==> config.mk <==
export PLATFORM = sky130hd
export DESIGN_NAME = ram_arbiter
export DESIGN_NICKNAME = d
export VERILOG_FILES = /design/src/rtl/ram_arb_pkg.sv /design/src/rtl/rr_arbiter2.sv /design/src/rtl/ram_arbiter.sv
export SDC_FILE = /design/constraint.sdc
export NUM_CORES = 1
export LEC_CHECK = 0
export ABC_AREA = 0
export CORE_ASPECT_RATIO = 1.5
export CORE_MARGIN = 2
export CORE_UTILIZATION = 44
export CTS_CLUSTER_DIAMETER = 30
export DETAILED_ROUTE_END_ITERATION = 12
export GPL_TIMING_DRIVEN = 0
export HOLD_SLACK_MARGIN = 0.05
export PLACE_DENSITY = 0.95
export SETUP_SLACK_MARGIN = 0.5
export SYNTH_ARGS = -nofsm -noshare
export SYNTH_HDL_FRONTEND = slang
export SYNTH_SLANG_ARGS = --single-unit
==> constraint.sdc <==
create_clock -name clk -period 3.2 [get_ports clk]
set_clock_uncertainty 0.05 [all_clocks]
set_input_delay 0.48 -clock clk [delete_from_list [all_inputs] [get_ports clk]]
set_output_delay 0.48 -clock clk [all_outputs]
set_load 0.05 [all_outputs]
==> src/rtl/ram_arb_pkg.sv <==
// Shared types and constants for the two-requester RAM arbiter.
package ram_arb_pkg;

    localparam int unsigned NREQ   = 2;
    localparam int unsigned DEF_AW = 5;
    localparam int unsigned DEF_DW = 8;
    localparam int unsigned LAT_W  = 2;

    typedef enum logic [1:0] {
        IDLE   = 2'd0,
        ACCESS = 2'd1,
        RESP   = 2'd2
    } state_t;

endpackage

==> src/rtl/rr_arbiter2.sv <==
// Two-way arbiter producing a one-hot grant from the request vector.
// Build option: RAM_ARB_FIXED_PRIO_EN selects fixed priority (requester 0 first).
module rr_arbiter2
    import ram_arb_pkg::*;
(
    input  logic [NREQ-1:0] req,
    input  logic            last,
    output logic [NREQ-1:0] grant_c
);

`ifdef RAM_ARB_FIXED_PRIO_EN
    logic unused_last;
    assign unused_last = last;

    // Requester 0 always wins a tie.
    always_comb begin
        grant_c = '0;
        if (req[0]) begin
            grant_c = 2'b01;
        end else if (req[1]) begin
            grant_c = 2'b10;
        end
    end
`else
    // On a tie, grant the requester that was not granted last.
    always_comb begin
        grant_c = '0;
        case (req)
            2'b01:   grant_c = 2'b01;
            2'b10:   grant_c = 2'b10;
            2'b11:   grant_c = last ? 2'b01 : 2'b10;
            default: grant_c = '0;
        endcase
    end
`endif

endmodule

==> src/rtl/ram_arbiter.sv <==
// Shares one single-port RAM between two valid/ready requesters.
// Build option: RAM_ARB_FIXED_PRIO_EN replaces round-robin with fixed priority.
module ram_arbiter
    import ram_arb_pkg::*;
#(
    parameter int unsigned AW     = DEF_AW,
    parameter int unsigned DW     = DEF_DW,
    parameter int unsigned RD_LAT = 0
) (
    input  logic                 clk,
    input  logic                 rst_n,
    input  logic [NREQ-1:0]      req_valid,
    output logic [NREQ-1:0]      req_ready,
    input  logic [NREQ-1:0]      req_we,
    input  logic [NREQ*AW-1:0]   req_addr,
    input  logic [NREQ*DW-1:0]   req_wdata,
    output logic [NREQ-1:0]      rsp_valid,
    output logic [DW-1:0]        rsp_rdata,
    output logic                 ram_wena,
    output logic [AW-1:0]        ram_addr,
    output logic [DW-1:0]        ram_wdata,
    input  logic [DW-1:0]        ram_rdata
);

    state_t            state;
    logic              win_id;
    logic              lat_we;
    logic [LAT_W-1:0]  cnt;
    logic              last_grant;
    logic [NREQ-1:0]   grant_c;
    logic [NREQ-1:0]   hs;
    logic              hs_id;
    logic [AW-1:0]     sel_addr;
    logic [DW-1:0]     sel_wdata;

    assign hs        = req_valid & req_ready;
    assign hs_id     = hs[1];
    assign sel_addr  = hs_id ? req_addr[AW +: AW]   : req_addr[0 +: AW];
    assign sel_wdata = hs_id ? req_wdata[DW +: DW] : req_wdata[0 +: DW];

`ifdef RAM_ARB_FIXED_PRIO_EN
    assign last_grant = 1'b1;
`endif

    rr_arbiter2 u_arb (
        .req     (req_valid),
        .last    (last_grant),
        .grant_c (grant_c)
    );

    // Transaction sequencer: accept, drive RAM, wait read latency, respond.
    always_ff @(posedge clk) begin
        if (!rst_n) begin
            state      <= IDLE;
            req_ready  <= '0;
            rsp_valid  <= '0;
            rsp_rdata  <= '0;
            ram_wena   <= 1'b0;
            ram_addr   <= '0;
            ram_wdata  <= '0;
            win_id     <= 1'b0;
            lat_we     <= 1'b0;
            cnt        <= '0;
`ifndef RAM_ARB_FIXED_PRIO_EN
            last_grant <= 1'b1;
`endif
        end else begin
            rsp_valid <= '0;
            case (state)
                IDLE: begin
                    if (|hs) begin
                        win_id    <= hs_id;
                        lat_we    <= req_we[hs_id];
                        ram_wena  <= req_we[hs_id];
                        ram_addr  <= sel_addr;
                        ram_wdata <= sel_wdata;
                        cnt       <= LAT_W'(RD_LAT);
                        req_ready <= '0;
                        state     <= ACCESS;
`ifndef RAM_ARB_FIXED_PRIO_EN
                        last_grant <= hs_id;
`endif
                    end else begin
                        req_ready <= grant_c;
                    end
                end
                ACCESS: begin
                    if (lat_we || cnt == '0) begin
                        ram_wena          <= 1'b0;
                        rsp_rdata         <= lat_we ? '0 : ram_rdata;
                        rsp_valid[win_id] <= 1'b1;
                        state             <= RESP;
                    end else begin
                        cnt <= cnt - LAT_W'(1);
                    end
                end
                RESP: begin
                    rsp_rdata <= '0;
                    req_ready <= grant_c;
                    state     <= IDLE;
                end
                default: begin
                    state <= IDLE;
                end
            endcase
        end
    end

endmodule

==> impl_metrics.env, run 1 <==
export IMPL_crit_type="register to primary output"
export IMPL_finish_cell_count_without_fillers=284
export IMPL_ctsHoldBuffers=0
export IMPL_antenna_violating_nets_post_route=0
export IMPL_global_route_usage_total=0.235
export IMPL_grt_overflow_total=0
export IMPL_cp_startpoint="req_ready[0]"
export IMPL_synth_top_cells_by_count="sky130_fd_sc_hd__dfxtp_1, sky130_fd_sc_hd__a21oi_1, sky130_fd_sc_hd__nand2_1, sky130_fd_sc_hd__nand3_1, sky130_fd_sc_hd__a311oi_1"
export IMPL_number_of_antenna_repair_diodes=0
export IMPL_design_die_area_sq_um=3780
export IMPL_net_switching_power_mw=0.310
export IMPL_hp_class="register to register"
export IMPL_ys_ff_latch=33
export IMPL_nNetsFinal=285
export IMPL_r2r_worst_path_cells=5
export IMPL_rr_endpoint="cnt[1]"
export IMPL_clk_transition_reported_paths_ns=0.06
export IMPL_critical_path_depth=1
export IMPL_synthesis_area_per_instance_sq_um=8.44
export IMPL_clock_power_share=0.303
export IMPL_synthesis_yosys_warnings=0
export IMPL_dp_hpwl_um=3050
export IMPL_drt_pass1_iter_count=4
export IMPL_grt_setup_unrepaired="no"
export IMPL_global_route_wire_length_before_repair_um=6680
export IMPL_first_global_vias=1546
export IMPL_finalSetupViolations=0
export IMPL_number_of_sinks_on_the_clock_net=33
export IMPL_rows=25
export IMPL_area_growth_synth_to_final_pct=54.2
export IMPL_power_frac_comb=0.256
export IMPL_number_of_filler_cells_placed_in_the_layout=249
export IMPL_die_width_um=50.9
export IMPL_timing_fmax_ghz=0.492
export IMPL_wl_per_instance_um=14.6
export IMPL_outcome="completed"
export IMPL_ctsRootBufferMaster="sky130_fd_sc_hd__clkbuf_8"
export IMPL_num_vias=1583
export IMPL_multiInputGateArea_sq_um=704
export IMPL_ctsResizeCount=0
export IMPL_ff_latch_area_sq_um=661
export IMPL_synth_async_reset_ratio=0
export IMPL_report_final_hold_viol_count=0
export IMPL_io_pins=66
export IMPL_post_cts_buffers=0
export IMPL_crit_end="req_ready[0]"
export IMPL_ir_worst_vdd_v=0.000342
export IMPL_fp_coreArea_sq_um=3160
export IMPL_globalplace_congestion=0.839
export IMPL_grt_max_degree=11
export IMPL_cp_end_kind="primary output"
export IMPL_slew_headroom=0.646
export IMPL_clkLatencyLatePin_ns=0.29
export IMPL_placedCellCount=277
export IMPL_final_critical_period_ns=2.03
export IMPL_cpPeakStageDelay_ns=0.83
export IMPL_yosysSeqAreaShare=0.455
export IMPL_initial_core_util=0.459
export IMPL_power_density_nw_per_um2=459
export IMPL_violation_count_after_the_first_detailed_routing_iteration=25
export IMPL_regToRegSetupSlack_ns=1.55
export IMPL_fin_crit_sh=0.635
export IMPL_reg2reg_from="cnt[0]"
export IMPL_synth_area_leader_cell="sky130_fd_sc_hd__dfxtp_1"
export IMPL_yosys_cell_types_count=31
export IMPL_synth_area_sq_um=1450
export IMPL_worstPathArrival_ns=1.50
export IMPL_number_of_synthesized_flops_with_an_enable_pin=0
export IMPL_crit_path_start_kind="register"
export IMPL_cts_htree_levels=2
export IMPL_crit_path_max_fanout=4
export IMPL_seq_power_share=0.441
export IMPL_cts_buffers_inserted=5
export IMPL_ys_top_cells_by_area="sky130_fd_sc_hd__dfxtp_1, sky130_fd_sc_hd__a21oi_1, sky130_fd_sc_hd__a311oi_1"
export IMPL_maxCapViolCount=0
export IMPL_drt_vias_per_instance=5.57
export IMPL_synth_largest_type_area_fraction=0.455
export IMPL_power_switching_share=0.301
export IMPL_worst_path_buffer_plus_inverter_count=1
export IMPL_dominantRegCellSynth="sky130_fd_sc_hd__dfxtp_1"
export IMPL_post_route_drc_count=0
export IMPL_io_buffers=65
export IMPL_maximum_buffer_depth_of_the_clock_tree=2
export IMPL_power_static_leakage_nw=0.781
export IMPL_synthCells=172
export IMPL_crit_slowest_cell="sky130_fd_sc_hd__clkdlybuf4s50_1"
export IMPL_cts_tree="built"
export IMPL_critPathRequiredTime_ns=2.67
export IMPL_path_cells="clkdlybuf4s50_1"
export IMPL_postRouteWirelength_um=4140
export IMPL_max_slew_worst_pin_slew_ns=0.529
export IMPL_synthMostInstantiatedCell="sky130_fd_sc_hd__dfxtp_1"
export IMPL_totalNegativeSetupSlack_ns=0
export IMPL_grt_antenna_before_repair=0
export IMPL_critical_path_top_delay_family="buffers and inverters"
export IMPL_finalMaxSlewViolations=0
export IMPL_cell_internal_power_mw=0.718
export IMPL_final_layout_size_suffix_gt1_frac=0.0779
export IMPL_synthesis_nets=213
export IMPL_die_height_um=74.3
stage by stage:
step / utilization / total power [mW] / hold slack, ns / instance area, sq um / setup WS [ns]
after global routing: 0.709 / 1.07 / 0.434 / 2240 / 1.13
after global placement: 0.681 / 0.719 / 0.403 / 2150 / 1.08
after floorplan: - / 0.611 / 0.359 / 1450 / 1.47
final: 0.709 / 1.03 / 0.425 / 2240 / 1.17
after detailed placement: 0.681 / 0.724 / 0.404 / 2150 / 0.994
after CTS: 0.709 / 1.03 / 0.414 / 2240 / 1.17
area by class of cell:
class                   count  area share
multi-input cells         119       0.315
flip-flops and latches     33       0.295
repair buffers             65       0.291
clock buffers               7      0.0386
plain buffers              16      0.0319
well taps                  40      0.0224
inverters                   4     0.00671
per-layer routing:
layer,GRT usage,up-vias,share of wire
met4,0.138,0,0.027
met3,0.0663,13,0.049
met2,0.415,61,0.53
li1,-,773,-
met1,0.246,736,0.39
met5,0,-,0
registers in the layout (all words and copies together) (netlist names), 2 cells and up:
name / cells
rsp_rdata: 8
req_ready: 2
ram_wdata: 8
ram_addr: 5
state: 2
rsp_valid: 2
cnt: 2
power by group through the flow:
| stage | clock network [mW] | logic (mW) | registers [mW] |
|---|---|---|---|
| final | 0.311 | 0.263 | 0.453 |
| after floorplan | 0 | 0.0777 | 0.533 |
| after global routing | 0.331 | 0.280 | 0.455 |
| after detailed placement | 0 | 0.262 | 0.462 |
| after global placement | 0 | 0.258 | 0.460 |
| after CTS | 0.313 | 0.264 | 0.453 |
worst min-delay path by stage:
stage	start	endpoint	slack (ns)	cells after the start
after global placement	win_id	rsp_valid[0]	0.40	1
final	win_id	rsp_valid[0]	0.42	1
after floorplan	win_id	rsp_valid[0]	0.36	1
after global routing	win_id	rsp_valid[0]	0.43	1
after detailed placement	win_id	rsp_valid[0]	0.40	1
after CTS	win_id	rsp_valid[0]	0.41	1
kinds of logic after synthesis:
kind of cell / count (synthesis) / synth area share
flip-flops: 33 / 0.455
AO/OA/AOI/OAI: 61 / 0.286
adder cells (fa/ha/maj): 1 / 0.00862
buffers and inverters: 20 / 0.0595
AND/OR/NAND/NOR: 57 / 0.191
cell usage in the layout (no fill, tap or decap), types with 2 or more instances in the layout:
cell type	instances
sky130_fd_sc_hd__nand3_1	15
sky130_fd_sc_hd__buf_1	4
sky130_fd_sc_hd__o2111ai_1	2
sky130_fd_sc_hd__o211ai_1	10
sky130_fd_sc_hd__nor2_1	3
sky130_fd_sc_hd__buf_2	6
sky130_fd_sc_hd__nand2b_1	3
sky130_fd_sc_hd__a311oi_1	13
sky130_fd_sc_hd__clkdlybuf4s50_1	65
sky130_fd_sc_hd__inv_1	4
sky130_fd_sc_hd__clkbuf_8	6
sky130_fd_sc_hd__a21oi_1	28
sky130_fd_sc_hd__nand2_1	26
sky130_fd_sc_hd__dfxtp_1	33
sky130_fd_sc_hd__o21ai_0	3
sky130_fd_sc_hd__clkbuf_1	6
(Power assumes the default switching activity.)
==> inputs of run 2 (changes only) <==
--- a/config.mk
+++ b/config.mk
@@ -8,12 +8,12 @@
 export ABC_AREA = 0
 export CORE_ASPECT_RATIO = 1.5
 export CORE_MARGIN = 2
-export CORE_UTILIZATION = 44
+export CORE_UTILIZATION = 37
 export CTS_CLUSTER_DIAMETER = 30
 export DETAILED_ROUTE_END_ITERATION = 12
 export GPL_TIMING_DRIVEN = 0
 export HOLD_SLACK_MARGIN = 0.05
-export PLACE_DENSITY = 0.95
+export PLACE_DENSITY = 0.87
 export SETUP_SLACK_MARGIN = 0.5
 export SYNTH_ARGS = -nofsm -noshare
 export SYNTH_HDL_FRONTEND = slang
==> constraint.sdc (replaced) <==
create_clock -name clk -period 1.75 [get_ports clk]
set_clock_uncertainty 0.05 [all_clocks]
set_input_delay 0.2625 -clock clk [delete_from_list [all_inputs] [get_ports clk]]
set_output_delay 0.2625 -clock clk [all_outputs]
set_load 0.05 [all_outputs]
==> run 2 against run 1 <==
Against the previous run:
- combinational power increased by 100%
- power increased by 89%
- utilization decreased by 4.8 points
- hold slack got worse by 0.089 ns
- first-iteration DRC count decreased by 20%
- clock-buffer cell count increased by 1
- clock power increased by 86%
- sequential share of layout area decreased by 1.9 points
- sequential power increased by 83%
- worst setup slack got worse by 0.98 ns
- critical path type is now register to register
- highest routed layer unchanged
==> impl_metrics.env, run 2 (synthesis gave the netlist of run 1 again) <==
export IMPL_cp_end_kind="register"
export IMPL_grt_setup_unrepaired="yes"
export IMPL_worstPathArrival_ns=1.73
export IMPL_holdWs_ns=0.335
export IMPL_cts_tree="built"
export IMPL_first_global_vias=1548
export IMPL_rows=27
export IMPL_die_width_um=55.1
export IMPL_grt_antenna_before_repair=0
export IMPL_fin_crit_sh=0.894
export IMPL_cts_htree_levels=2
export IMPL_finalMaxSlewViolations=0
export IMPL_worst_path_buffer_plus_inverter_count=1
export IMPL_final_cell_mix="sky130_fd_sc_hd__clkdlybuf4s50_1, sky130_fd_sc_hd__dfxtp_1, sky130_fd_sc_hd__nand2_1"
export IMPL_design_die_area_sq_um=4450
export IMPL_globalplace_congestion=0.802
export IMPL_max_slew_worst_pin_slew_ns=0.345
export IMPL_finalSetupViolations=0
export IMPL_cts_buffers_inserted=5
export IMPL_timing_fmax_ghz=0.639
export IMPL_num_vias=1613
export IMPL_drt_vias_per_instance=5.34
export IMPL_reg2reg_from="cnt[1]"
export IMPL_clkLatencyLatePin_ns=0.29
export IMPL_ctsHoldBuffers=0
export IMPL_slew_headroom=0.770
export IMPL_maxCapViolCount=0
export IMPL_postRouteWirelength_um=4190
export IMPL_cpPeakStageDelay_ns=0.55
export IMPL_final_critical_period_ns=1.56
export IMPL_whs_path_depth=2
export IMPL_report_final_hold_viol_count=0
export IMPL_layout_core_utilization=0.661
export IMPL_crit_type="register to register"
export IMPL_critical_path_top_delay_family="simple AND/OR/NAND/NOR gates"
export IMPL_global_route_wire_length_before_repair_um=6730
export IMPL_dp_hpwl_um=2860
export IMPL_post_route_drc_count=0
export IMPL_io_buffers=65
export IMPL_path_cells="inv_2 > ha_4 > or4b_4 > or2_1 > a21oi_2"
export IMPL_outcome="completed"
export IMPL_die_height_um=80.7
export IMPL_number_of_sinks_on_the_clock_net=33
export IMPL_initial_core_util=0.391
export IMPL_io_pins=66
export IMPL_regToRegSetupSlack_ns=0.19
export IMPL_power_density_nw_per_um2=791
export IMPL_hold_path_startpoint="rst_n"
export IMPL_ctsRootBufferMaster="sky130_fd_sc_hd__clkbuf_8"
export IMPL_critPathRequiredTime_ns=1.91
export IMPL_ir_worst_vdd_v=0.000711
export IMPL_maximum_buffer_depth_of_the_clock_tree=2
export IMPL_area_growth_synth_to_final_pct=69.1
export IMPL_grt_max_degree=11
export IMPL_crit_slowest_cell="sky130_fd_sc_hd__or4b_4"
export IMPL_wl_per_instance_um=13.9
export IMPL_clk_transition_reported_paths_ns=0.07
export IMPL_final_layout_size_suffix_gt1_frac=0.359
export IMPL_violation_count_after_the_first_detailed_routing_iteration=20
export IMPL_layout_setup_ws_ns=0.186
export IMPL_timing_hold_worst_endpoint="last_grant"
export IMPL_number_of_antenna_repair_diodes=0
export IMPL_crit_path_start_kind="register"
export IMPL_drt_pass1_iter_count=4
export IMPL_finish_cell_count_without_fillers=302
export IMPL_final_common_cell="sky130_fd_sc_hd__clkdlybuf4s50_1"
export IMPL_power_static_leakage_nw=0.987
export IMPL_hp_class="primary input to register"
export IMPL_global_route_usage_total=0.206
export IMPL_placedCellCount=280
export IMPL_grt_overflow_total=0
export IMPL_placedInstanceArea_sq_um=2270
export IMPL_antenna_violating_nets_post_route=0
export IMPL_postLayoutCellArea_sq_um=2450
export IMPL_fp_coreArea_sq_um=3720
export IMPL_post_place_ws_ns=-0.231
export IMPL_rr_endpoint="cnt[1]"
export IMPL_crit_path_max_fanout=5
export IMPL_r2r_worst_path_cells=5
export IMPL_registers_with_the_most_flip_flops="ram_wdata: 8 flops, rsp_rdata: 8 flops, ram_addr: 5 flops"
export IMPL_nNetsFinal=299
run 2: cell count changes in the layout (fill, tap and decap cells not counted), moves of 4 or more:
cell	delta
sky130_fd_sc_hd__clkdlybuf4s50_1	-29
sky130_fd_sc_hd__buf_6	+8
sky130_fd_sc_hd__a21oi_2	+9
sky130_fd_sc_hd__dfxtp_1	-6
sky130_fd_sc_hd__clkbuf_1	-4
sky130_fd_sc_hd__buf_2	+18
sky130_fd_sc_hd__a21oi_1	-9
sky130_fd_sc_hd__clkbuf_4	+5
sky130_fd_sc_hd__dfxtp_4	+4
sky130_fd_sc_hd__buf_4	+14
run 2: repair_timing:
item                                    in CTS  in global routing
endpoints found under the setup margin      57                 32
resized for setup                          153                 17
setup buffers                               11                  1
gates cloned                                 2                  0
pin swaps                                    6                  4
run 2: metal layers:
metal	routed length, um	GRT usage
met1	1550	0.206
met2	2350	0.374
met3	238	0.0725
met4	49	0.0756
met5	0	0
run 2: how the worst max path moves through the flow:
stage	slack (ns)	to	start	cells after the start
2_1_floorplan	0.25	cnt[1]	cnt[0]	5
3_3_place_gp	-0.22	req_ready[1]	rst_n	5
3_5_place_dp	-0.23	req_ready[1]	rst_n	5
4_1_cts	0.21	cnt[1]	cnt[0]	5
5_1_grt	0.15	cnt[1]	cnt[1]	5
6_report	0.19	cnt[1]	cnt[1]	5
run 2: through the flow:
step	power, mW	setup TNS (ns)
2_1_floorplan	1.15	0
4_1_cts	1.94	0
6_report	1.94	0
3_3_place_gp	1.35	-4.17
5_1_grt	2.02	0
3_5_place_dp	1.35	-4.78
run 2: final cells by class:
class	instances	area (sq um)
buffer	16	138
clock buffer	8	90.1
fill	311	1260
inverter	4	15.0
multi-input combinational	119	820
sequential	33	678
tap	43	53.8
timing repair buffer	79	661
run 2: power breakdown:
part	switching, mW	internal [mW]
clock network	0.259	0.320
logic	0.300	0.232
registers	0.0342	0.796
total	0.594	1.35
==> inputs of run 3 (changes only) <==
--- a/config.mk
+++ b/config.mk
@@ -14,7 +14,8 @@
 export GPL_TIMING_DRIVEN = 0
 export HOLD_SLACK_MARGIN = 0.05
 export PLACE_DENSITY = 0.87
-export SETUP_SLACK_MARGIN = 0.5
+export REMOVE_ABC_BUFFERS = 1
+export SETUP_SLACK_MARGIN = 0.02
 export SYNTH_ARGS = -nofsm -noshare
 export SYNTH_HDL_FRONTEND = slang
 export SYNTH_SLANG_ARGS = --single-unit
==> run 3 against run 2 <==
Against the previous run:
- utilization is 7.0 points lower
- critical path depth is the same
- critical endpoint unchanged
- wire length fell by 11%
- largest power group unchanged
==> impl_metrics.env, run 3 (synthesis gave the netlist of run 1 again) <==
export IMPL_outcome="completed"
export IMPL_number_of_filler_cells_placed_in_the_layout=342
export IMPL_post_place_ws_ns=-0.704
export IMPL_number_of_sinks_on_the_clock_net=33
export IMPL_dp_hpwl_um=2580
export IMPL_path_cells="inv_1 > ha_1 > or4b_4 > or2_1 > a21oi_2"
export IMPL_global_route_track_usage_on_met1=0.195
export IMPL_wl_per_instance_um=13.7
export IMPL_grt_busiest_layer="met2"
export IMPL_cts_tree="built"
export IMPL_cp_end_kind="register"
export IMPL_crit_type="register to register"
export IMPL_final_cell_mix="sky130_fd_sc_hd__clkdlybuf4s50_1, sky130_fd_sc_hd__dfxtp_1, sky130_fd_sc_hd__a21oi_1"
export IMPL_cell_internal_power_mw=1.32
export IMPL_fp_coreArea_sq_um=3720
export IMPL_m3_gr_usage=0.0520
export IMPL_reg2reg_from="cnt[0]"
export IMPL_grt_overflow_total=0
export IMPL_nNetsFinal=269
export IMPL_first_global_vias=1444
export IMPL_layout_setup_ws_ns=0.121
export IMPL_final_common_cell="sky130_fd_sc_hd__clkdlybuf4s50_1"
export IMPL_cts_htree_levels=2
export IMPL_drt_pass1_iter_count=4
export IMPL_design_power_total_mw=1.90
export IMPL_grt_max_degree=30
export IMPL_globalRouteMet2Util=0.321
export IMPL_postRouteWirelength_um=3730
export IMPL_global_route_wire_length_before_repair_um=6070
export IMPL_cpPeakStageDelay_ns=0.52
export IMPL_antenna_violating_nets_post_route=0
export IMPL_global_route_usage_total=0.183
export IMPL_registers_with_the_most_flip_flops="ram_wdata: 8 flops, rsp_rdata: 8 flops, ram_addr: 5 flops"
export IMPL_crit_path_start_kind="register"
export IMPL_crit_slowest_cell="sky130_fd_sc_hd__or4b_4"
export IMPL_finalMaxSlewViolations=0
export IMPL_post_route_drc_count=0
export IMPL_power_frac_comb=0.229
export IMPL_regToRegSetupSlack_ns=0.12
export IMPL_cp_startpoint="cnt[0]"
export IMPL_seq_power_share=0.440
export IMPL_final_layout_size_suffix_gt1_frac=0.0961
export IMPL_ctsRootBufferMaster="sky130_fd_sc_hd__clkbuf_8"
export IMPL_power_static_leakage_nw=0.888
export IMPL_maxCapViolCount=0
export IMPL_hold_path_startpoint="win_id"
export IMPL_report_final_hold_viol_count=0
export IMPL_net_switching_power_mw=0.574
export IMPL_power_density_nw_per_um2=864
export IMPL_hp_class="register to register"
export IMPL_maximum_buffer_depth_of_the_clock_tree=2
export IMPL_max_slew_worst_pin_slew_ns=0.662
export IMPL_ir_worst_vdd_v=0.000583
export IMPL_totalNegativeSetupSlack_ns=0
export IMPL_initial_core_util=0.391
export IMPL_design_die_area_sq_um=4450
export IMPL_post_cts_buffers=0
export IMPL_crit_path_max_fanout=5
export IMPL_globalplace_congestion=0.734
export IMPL_cts_buffers_inserted=5
export IMPL_die_height_um=80.7
export IMPL_io_pins=66
export IMPL_clk_transition_reported_paths_ns=0.07
export IMPL_power_switching_share=0.303
export IMPL_critPathRequiredTime_ns=1.91
export IMPL_die_width_um=55.1
export IMPL_finalSetupViolations=0
export IMPL_rows=27
export IMPL_io_buffers=65
export IMPL_multiInputGateArea_sq_um=731
export IMPL_finish_cell_count_without_fillers=272
export IMPL_clock_power_share=0.331
export IMPL_num_vias=1461
export IMPL_worstPathArrival_ns=1.79
export IMPL_ff_latch_area_sq_um=662
export IMPL_violation_count_after_the_first_detailed_routing_iteration=36
export IMPL_slew_headroom=0.558
export IMPL_placedCellCount=264
export IMPL_layout_core_utilization=0.591
export IMPL_area_growth_synth_to_final_pct=51.3
export IMPL_grt_antenna_before_repair=0
export IMPL_fin_crit_sh=0.931
export IMPL_number_of_antenna_repair_diodes=0
export IMPL_final_critical_period_ns=1.63
export IMPL_grt_setup_unrepaired="no"
export IMPL_timing_fmax_ghz=0.614
export IMPL_drt_vias_per_instance=5.37
export IMPL_clkLatencyLatePin_ns=0.28
run 3: path summary, 6_finish.rpt:
kind / to / depth (start not counted)
hold / removal: rsp_valid[0] / 1
setup reg to reg: cnt[1] / 5
setup / recovery: cnt[1] / 5
hold reg to reg: rsp_valid[0] / 1
run 3: cell type report:
type                            instances  share of cell area
Sequential cell                        33               0.301
Inverter                                4             0.00855
Clock inverter                          1             0.00228
Timing Repair Buffer                   65               0.287
Multi-Input combinational cell        119               0.333
Clock buffer                            7              0.0439
Tap cell                               43              0.0245
run 3: metrics by stage:
step           hold WS [ns]  area [sq um]
6_report              0.403          2200
5_1_grt               0.452          2200
4_1_cts               0.407          2170
3_5_place_dp          0.394          2080
3_3_place_gp          0.395          2080
2_1_floorplan         0.284          1380
run 3: power groups by stage:
stage / Clock (mW) / Sequential, mW / Combinational, mW
3_5_place_dp: 0 / 0.851 / 0.454
2_1_floorplan: 0 / 0.979 / 0.119
4_1_cts: 0.641 / 0.834 / 0.431
6_report: 0.628 / 0.835 / 0.433
5_1_grt: 0.680 / 0.843 / 0.465
3_3_place_gp: 0 / 0.848 / 0.450
run 3: metal layers:
layer / vias up / wire length, um / part of all wire
li1: 740 / - / -
met1: 654 / 1430 / 0.38
met2: 62 / 2010 / 0.54
met3: 5 / 249 / 0.067
met4: 0 / 45 / 0.012
met5: - / 0 / 0
run 3: repair_timing:
item | in CTS | in global routing
gates resized for setup | 33 | 6
endpoints found under the setup margin | 53 | 25
endpoints found under the hold margin | 0 | 0
hold buffers | 0 | 0
run 3: critical path: cells and delay by family, from the launching register on:
kind | cells | cell delay, ns
and+or+nand+nor | 2 | 0.76
buffers and inverters | 1 | 0.06
AOI/OAI and AO/OA | 1 | 0.13
adders and majority gates | 1 | 0.24
DFF | 1 | 0.32
